$ cat config.mk
export PLATFORM = sky130hd
export DESIGN_NAME = pipeline_hazard_ctrl
export DESIGN_NICKNAME = d
export VERILOG_FILES = /design/src/rtl/pipeline_hazard_ctrl.sv
export SDC_FILE = /design/constraint.sdc
export NUM_CORES = 1
export LEC_CHECK = 0
export CAP_MARGIN = 20
export CORE_MARGIN = 5
export CORE_UTILIZATION = 35
export CTS_CLUSTER_DIAMETER = 80
export CTS_CLUSTER_SIZE = 10
export DETAILED_ROUTE_END_ITERATION = 12
export GPL_ROUTABILITY_DRIVEN = 0
export HOLD_SLACK_MARGIN = 0.08
export PLACE_DENSITY = 0.68
export SLEW_MARGIN = 10
export SYNTH_ARGS = -nofsm -noshare
export SYNTH_HDL_FRONTEND = slang
export SYNTH_SLANG_ARGS = --single-unit
$ cat constraint.sdc
create_clock -name clock -period 4.9 [get_ports clock]
set_input_delay 0.49 -clock clock [delete_from_list [all_inputs] [get_ports clock]]
set_output_delay 0.49 -clock clock [all_outputs]
set_load 0.02 [all_outputs]
$ cat src/rtl/pipeline_hazard_ctrl.sv
// Stall/flush sequencer for the 5-stage RV32 pipeline: load-use bubbles, EX redirects,
// I/D-memory busywait stalls, plus saturating stall/flush performance counters.
module pipeline_hazard_ctrl #(
   parameter int unsigned LU_BUBBLES = 1,
   parameter int unsigned CNT_W      = 32,
   parameter int unsigned RA_W       = 5
) (
   input  logic             clock,
   input  logic             reset,
   input  logic [RA_W-1:0]  id_rs1,
   input  logic [RA_W-1:0]  id_rs2,
   input  logic             id_use_rs1,
   input  logic             id_use_rs2,
   input  logic [RA_W-1:0]  ex_rd,
   input  logic             ex_mem_read,
   input  logic             ex_write_en,
   input  logic             ex_redirect,
   input  logic             imem_busywait,
   input  logic             dmem_busywait,
   output logic             pc_en,
   output logic             pr1_en,
   output logic             pr1_flush,
   output logic             pr2_en,
   output logic             pr2_flush,
   output logic             pr3_en,
   output logic             pr4_en,
   output logic [CNT_W-1:0] stall_cycles,
   output logic [CNT_W-1:0] flush_events
);

   typedef enum logic [1:0] {
      RUN,
      LU_STALL,
      REDIR_WAIT
   } state_t;

   state_t     state, state_nxt;
   logic [2:0] bub_cnt, bub_cnt_nxt;
   logic       hazard;
   logic       redirect_taken;

   assign hazard = ex_mem_read && ex_write_en && (ex_rd != '0) &&
                   ((id_use_rs1 && (id_rs1 == ex_rd)) || (id_use_rs2 && (id_rs2 == ex_rd)));

   // NOTE: every output and next-state value gets a default first, so no path infers a latch.
   always_comb begin
      pc_en          = 1'b1;
      pr1_en         = 1'b1;
      pr1_flush      = 1'b0;
      pr2_en         = 1'b1;
      pr2_flush      = 1'b0;
      pr3_en         = 1'b1;
      pr4_en         = 1'b1;
      state_nxt      = state;
      bub_cnt_nxt    = bub_cnt;
      redirect_taken = 1'b0;

      if (reset) begin
         pc_en       = 1'b0;
         pr1_flush   = 1'b1;
         pr2_flush   = 1'b1;
         state_nxt   = RUN;
         bub_cnt_nxt = '0;
      end else if (dmem_busywait) begin
         // Whole pipe freezes; state and bubble count hold.
         pc_en  = 1'b0;
         pr1_en = 1'b0;
         pr2_en = 1'b0;
         pr3_en = 1'b0;
         pr4_en = 1'b0;
      end else begin
         unique case (state)
            RUN: begin
               if (ex_redirect) begin
                  // ID holds a wrong-path instruction, so a coincident hazard is moot.
                  pr1_flush      = 1'b1;
                  pr2_flush      = 1'b1;
                  redirect_taken = 1'b1;
                  if (imem_busywait) state_nxt = REDIR_WAIT;
               end else if (hazard) begin
                  pc_en     = 1'b0;
                  pr1_en    = 1'b0;
                  pr2_flush = 1'b1;
                  if (LU_BUBBLES > 1) begin
                     state_nxt   = LU_STALL;
                     bub_cnt_nxt = 3'(LU_BUBBLES - 1);
                  end
               end else if (imem_busywait) begin
                  pc_en     = 1'b0;
                  pr1_flush = 1'b1;
               end
            end
            LU_STALL: begin
               pc_en     = 1'b0;
               pr1_en    = 1'b0;
               pr2_flush = 1'b1;
               if (bub_cnt == 3'd1) begin
                  state_nxt   = RUN;
                  bub_cnt_nxt = '0;
               end else begin
                  bub_cnt_nxt = bub_cnt - 3'd1;
               end
            end
            REDIR_WAIT: begin
               if (imem_busywait) begin
                  pc_en     = 1'b0;
                  pr1_flush = 1'b1;
                  pr2_flush = 1'b1;
               end else begin
                  state_nxt = RUN;
               end
            end
            default: state_nxt = RUN;
         endcase
      end
   end

   // NOTE: sequential state uses non-blocking assignments only; reset is synchronous.
   always_ff @(posedge clock) begin
      if (reset) begin
         state   <= RUN;
         bub_cnt <= '0;
      end else begin
         state   <= state_nxt;
         bub_cnt <= bub_cnt_nxt;
      end
   end

   // Counters saturate rather than wrap.
   always_ff @(posedge clock) begin
      if (reset) begin
         stall_cycles <= '0;
         flush_events <= '0;
      end else begin
         if (!pc_en && (stall_cycles != '1)) stall_cycles <= stall_cycles + 1'b1;
         if (redirect_taken && (flush_events != '1)) flush_events <= flush_events + 1'b1;
      end
   end

endmodule

-- Yosys cells after proc, flatten, opt, wreduce, memory -nomap -nowiden
Index checks and enable logic that the tools add are counted.
- mux-type cells: 34
- equality and inequality tests: 11
- reduce and logical (&&, ||, !) cells: 13
- add/subtract/negate cells: 3
- bitwise logic cells: 1
- operator list (cell ; count):
    32-bit by 1-bit adder with 32-bit output (second input constant) ; 2
    32-bit inequality test (second input constant) ; 2
    1-bit 2-to-1 mux ; 24
    5-bit == test ; 2
    2-bit 2-to-1 mux ; 4
    2-bit inequality test (second input constant) ; 4
    1-bit logical AND ; 7
    1-bit case mux with 3 select lines ; 2
    2-bit case mux with 3 select lines ; 1
    5-bit AND reduction ; 1
    5-bit nonzero test ; 1
    1-bit case mux with 2 select lines ; 2
    3-bit by 1-bit == test with 1-bit output (second input constant) ; 1
    3-bit 2-to-1 mux ; 1
    3-bit by 1-bit subtractor with 3-bit output (second input constant) ; 1
    2-bit by 1-bit == test with 1-bit output (second input constant) ; 1
    2-bit == test (second input constant) ; 1
    2-bit logical NOT ; 1
    2-bit AND reduction ; 1
    1-bit logical NOT ; 1
    1-bit logical OR ; 1
    1-bit inverter ; 1
- word-level logic and storage cells: 66
- output and inout port bits: 71
- register bits after elaboration: 69
- input bits: 24

-- Longest topological paths before layout
- depth in word-level cells: 11
- mapped depth: 8
- gate-level depth less buffers: 6

-- Worst setup path after synthesis
Ideal clock, no wire load.
- kind: input-to-reg
- start: input ex_rd[4]
- end: register stall_cycles[12]
- cell stages on the path: 7
- path slack: 2.542 ns
- required time: 4.777 ns
- library setup time: 0.123 ns
- data arrival time: 2.234 ns
- buffers on the path: 1
- cell sequence: xor2_1 nor4_2 a32oi_1 o31a_4 buf_2 nor4_1 mux2_1
- cells in the longest elaborated chain, start to end: 11
- elaborated cells on any way between the ends: 15
- classes of those cells: eq/ne: 2; mux: 5; reduce/logical: 8
- RTL lines (what ; line ; source):
    from (decl) ; 14 ; input logic [RA_W-1:0] ex_rd,
    5-bit == test ; 43 ; ((id_use_rs1 && (id_rs1 == ex_rd)) || (id_use_rs2 && (id_rs2 == ex_rd)));
    1-bit logical AND ; 43 ;
    1-bit logical OR ; 43 ;
    1-bit logical AND * ; 42 ; assign hazard = ex_mem_read && ex_write_en && (ex_rd != '0) &&
    1-bit 2-to-1 mux * ; 80 ; end else if (hazard) begin
    1-bit 2-to-1 mux * ; 74 ; if (ex_redirect) begin
    1-bit case mux with 3 select lines * ; 72 ; unique case (state)
    1-bit 2-to-1 mux * ; 64 ; end else if (dmem_busywait) begin
    1-bit 2-to-1 mux * ; 58 ; if (reset) begin
    1-bit logical NOT * ; 135 ; if (!pc_en && (stall_cycles != '1)) stall_cycles <= stall_cycles + 1'b1;
    1-bit logical AND * ; 135 ;
    to (signal assigned) ; 135 ;
    to (decl) ; 27 ; output logic [CNT_W-1:0] stall_cycles,
Every way passes the cells marked *; elsewhere a longest branch is shown, timed or not.
A chain may end at the register's enable or synchronous reset.

-- Worst setup path in the final report
- start: input ex_rd[1]
- end: output pc_en
- cells in the longest elaborated chain, start to end: 9
- elaborated cells on any way between the ends: 13
- classes of those cells: eq/ne: 2; mux: 5; reduce/logical: 6
- RTL lines (what ; line ; source):
    5-bit == test ; 43 ;
    1-bit logical AND ; 43 ;
    1-bit logical OR ; 43 ;
    1-bit logical AND * ; 42 ;
    1-bit 2-to-1 mux * ; 80 ;
    1-bit 2-to-1 mux * ; 74 ;
    1-bit case mux with 3 select lines * ; 72 ;
    1-bit 2-to-1 mux * ; 64 ;
    1-bit 2-to-1 mux * ; 58 ;
    to (decl) ; 20 ; output logic pc_en,
Marked as above.

==> impl_metrics.yaml <==
status:
  outcome: "completed"
timing:
  timing.slew.headroom_pct: 33.13
  worstMarginPinSlew_ns: 0.9956
  slew_violations: 0
  rsz0062_at_grt: "false"
  setup-violations-final: 0
  final.setup.tns_ns: 0
  period_needed_ns: 3.565
  final-hold-violation-count: 0
  clock.fmax_mhz: 280.5
  finalCritPeriodShare_pct: 72.75
  finClkSkew_ns: 0.01099
cells_and_area:
  nets: 533
  drive_above_1_share_pct: 5.664
  final_common_cell: "clkdlybuf4s50_1"
  fin_area_um2: 4755
  antenna_cells: 0
  mostFrequentLayoutCells: "93 x clkdlybuf4s50_1, 65 x dfxtp_1, 36 x nor2_1, 36 x a21oi_1, 31 x nand3_1"
  fin_cells: 645
  post-route-util_pct: 48.42
  areaGrowthSynthToFinish_pct: 34.75
setup_path:
  cp_max_fo: 63
  crit_family: "buffers and inverters"
  ff2ff_path_depth: 5
  cp_common_cell: "clkdlybuf4s50_1"
  worstReg2RegEnd: "flush_events[31]$_SDFFE_PP0P_"
  r2r-start: "state[1]$_SDFFE_PP0P_"
  crit_path_start: "ex_rd[1]"
  crit_cells: 5
  start_kind: "primary input"
  cp.arrival_ns: 3.07
  path_class: "primary input to primary output"
  rrSetupSlack_ns: 2.33
  crit_path_end_kind: "primary output"
  endpoint: "pc_en"
  critPathRequiredTime_ns: 4.41
  critPathBufInv: 2
  max_stage_delay_ns: 0.71
  crit_slowest_cell: "clkdlybuf4s50_1"
  path_cells: "clkdlybuf4s50_1, or4_1, o211ai_1, o31a_4, clkdlybuf4s50_1"
cts:
  cts_tree: "built"
  cts_buffers: 9
  postCtsSetupBuffers: 0
  clk_latency_ns: 0.34
  cts.repair.resized: 0
  clkTransAtPathRegs_ns: 0.07
  root_buffer: "clkbuf_8"
  cts_buffer_depth: 2
  h-tree-depth: 3
  postCtsHoldBufs: 0
  cts_num_sinks: 65
routing:
  vias_per_cell: 5.471
  first_iter_violations: 95
  vias: 3529
  totalWireLength_um: 9376
  postRouteAntennaNets: 0
  drc: 0
  wire_per_inst_um: 14.54
  drt_first_pass_iters: 4
global_route:
  antenna_found_initial: 0
  grtUsageTotal_pct: 15.04
  grt_pass1_wl_um: 16040
  grt-ovfl-total: 0
  grt_max_degree: 64
  grt_pass1_vias: 3373
power_and_ir_drop:
  clockPowerShare_pct: 45.7
  irDropWorstVdd_mv: 0.1122
  p_sw_share_pct: 23.79
  p_switching_uw: 272.4
  p_int_uw: 872.8
  pwr-share-comb_pct: 7.4
  power_density_nw_per_um2: 240.9
  pwr-share-seq_pct: 46.9
  power_mw: 1.145
  p_leak_nw: 1.473
logic_synthesis:
  ys_async_sr_fraction_pct: 0
  syn_nets: 451
  yosysTopAreaCell: "dfxtp_1"
  synth.distinct_cells: 45
  synth_area_per_cell_um2: 8.302
  syn_area_um2: 3528
  synth_warnings: 0
  synth-edff-count: 0
  ys.flop_type: "dfxtp_1"
  synth_top_area_share_pct: 36.88
  synth_area_leaders: "dfxtp_1 37%, xnor2_1 6.2%, o31ai_1 6.0%"
  seq_area_frac_synth_pct: 36.88
  ys_ff_latch: 65
  synthCells: 425
floorplan:
  rows: 36
  start_util_pct: 35.93
  core_area_um2: 9819
  ios: 95
  fp.dieH_um: 110.4
  die_x_um: 110.4
  die_area_um2: 12190
worst_hold_path:
  min_path_type: "primary input to register"
placed_design:
  post-dp-hpwl_um: 6550
  dp.cells: 629
  numPortBuffers: 94
  placed_cell_area_um2: 4527
flow_run:
  drv_cap: 0
cell usage after synthesis, drive strengths merged, types with 2 or more instances:
| library cell | n |
|---|---|
| xnor2 | 25 |
| dfxtp | 65 |
| nor4b | 2 |
| nand3 | 31 |
| a21oi | 36 |
| nor3 | 13 |
| mux2 | 2 |
| inv | 6 |
| nand4 | 14 |
| o21ai | 8 |
| nor2b | 3 |
| o31a | 2 |
| o31ai | 28 |
| ha | 2 |
| buf | 9 |
| nand2b | 3 |
| and3 | 11 |
| nor3b | 2 |
| and2 | 3 |
| nor2 | 37 |
| a211oi | 2 |
| xor2 | 11 |
| or3 | 8 |
| and4 | 10 |
| or4 | 27 |
| clkbuf | 17 |
| nand2 | 22 |
| nor4 | 14 |
| or2 | 3 |
metrics by stage:
step	hold slack [ns]	setup slack (ns)
finish	0.4658	1.335
global route	0.4797	1.178
CTS	0.4690	1.320
detailed placement	0.4892	1.328
global placement	0.4792	1.386
floorplan	0.5323	2.542
metal layers:
| layer | wire [um] | track usage [%] |
|---|---|---|
| met5 | 0 | 0 |
| met4 | 78 | 3.695 |
| met3 | 497 | 4.540 |
| met2 | 4615 | 25.28 |
| met1 | 4185 | 18.83 |
cell families (layout without fill, tap and decap cells):
| kind of cell | count (synthesis) | count (layout) | synth area share [%] |
|---|---|---|---|
| xor gates and xnor gates | 36 | 36 | 8.936 |
| DFF | 65 | 65 | 36.88 |
| and+or+nand+nor | 205 | 205 | 33.51 |
| AOI/OAI and AO/OA | 83 | 83 | 15.11 |
| muxes | 2 | 2 | 0.6383 |
| adders and majority gates | 2 | 2 | 0.7091 |
| buffers and inverters | 32 | 119 | 4.219 |
registers in the layout, summed over array words and instances (netlist names):
register	flops
stall_cycles	32
flush_events	32
state	1
final cells by class:
class                   instances  area [um^2]
fillers                      1000         5065
multi-input cells             328         2078
clock buffers                  10        137.6
clock inverters                 6        90.09
inverters                       6        22.52
repair buffers                 97        958.4
well taps                     133        166.4
flip-flops and latches         65         1301
power by group through the flow:
stage	clock, mW	sequential, mW	combinational (mW)
6_report	0.524	0.537	0.0847
5_1_grt	0.558	0.538	0.0922
4_1_cts	0.541	0.537	0.0859
3_5_place_dp	0	0.549	0.0856
3_3_place_gp	0	0.549	0.0836
2_1_floorplan	0	0.551	0.0442
worst min path at each step:
| stage | startpoint | to | slack [ns] | cells after the start |
|---|---|---|---|---|
| after global routing | reset | stall_cycles[1]$_SDFFE_PP0P_ | 0.48 | 2 |
| after global placement | stall_cycles[23]$_SDFFE_PP0P_ | stall_cycles[23]$_SDFFE_PP0P_ | 0.48 | 2 |
| after detailed placement | stall_cycles[26]$_SDFFE_PP0P_ | stall_cycles[26]$_SDFFE_PP0P_ | 0.49 | 2 |
| after CTS | reset | stall_cycles[1]$_SDFFE_PP0P_ | 0.47 | 2 |
| final | reset | stall_cycles[1]$_SDFFE_PP0P_ | 0.47 | 2 |
| after floorplan | state[1]$_SDFFE_PP0P_ | state[1]$_SDFFE_PP0P_ | 0.53 | 2 |
No activity file was read; power rests on OpenSTA's default activity.
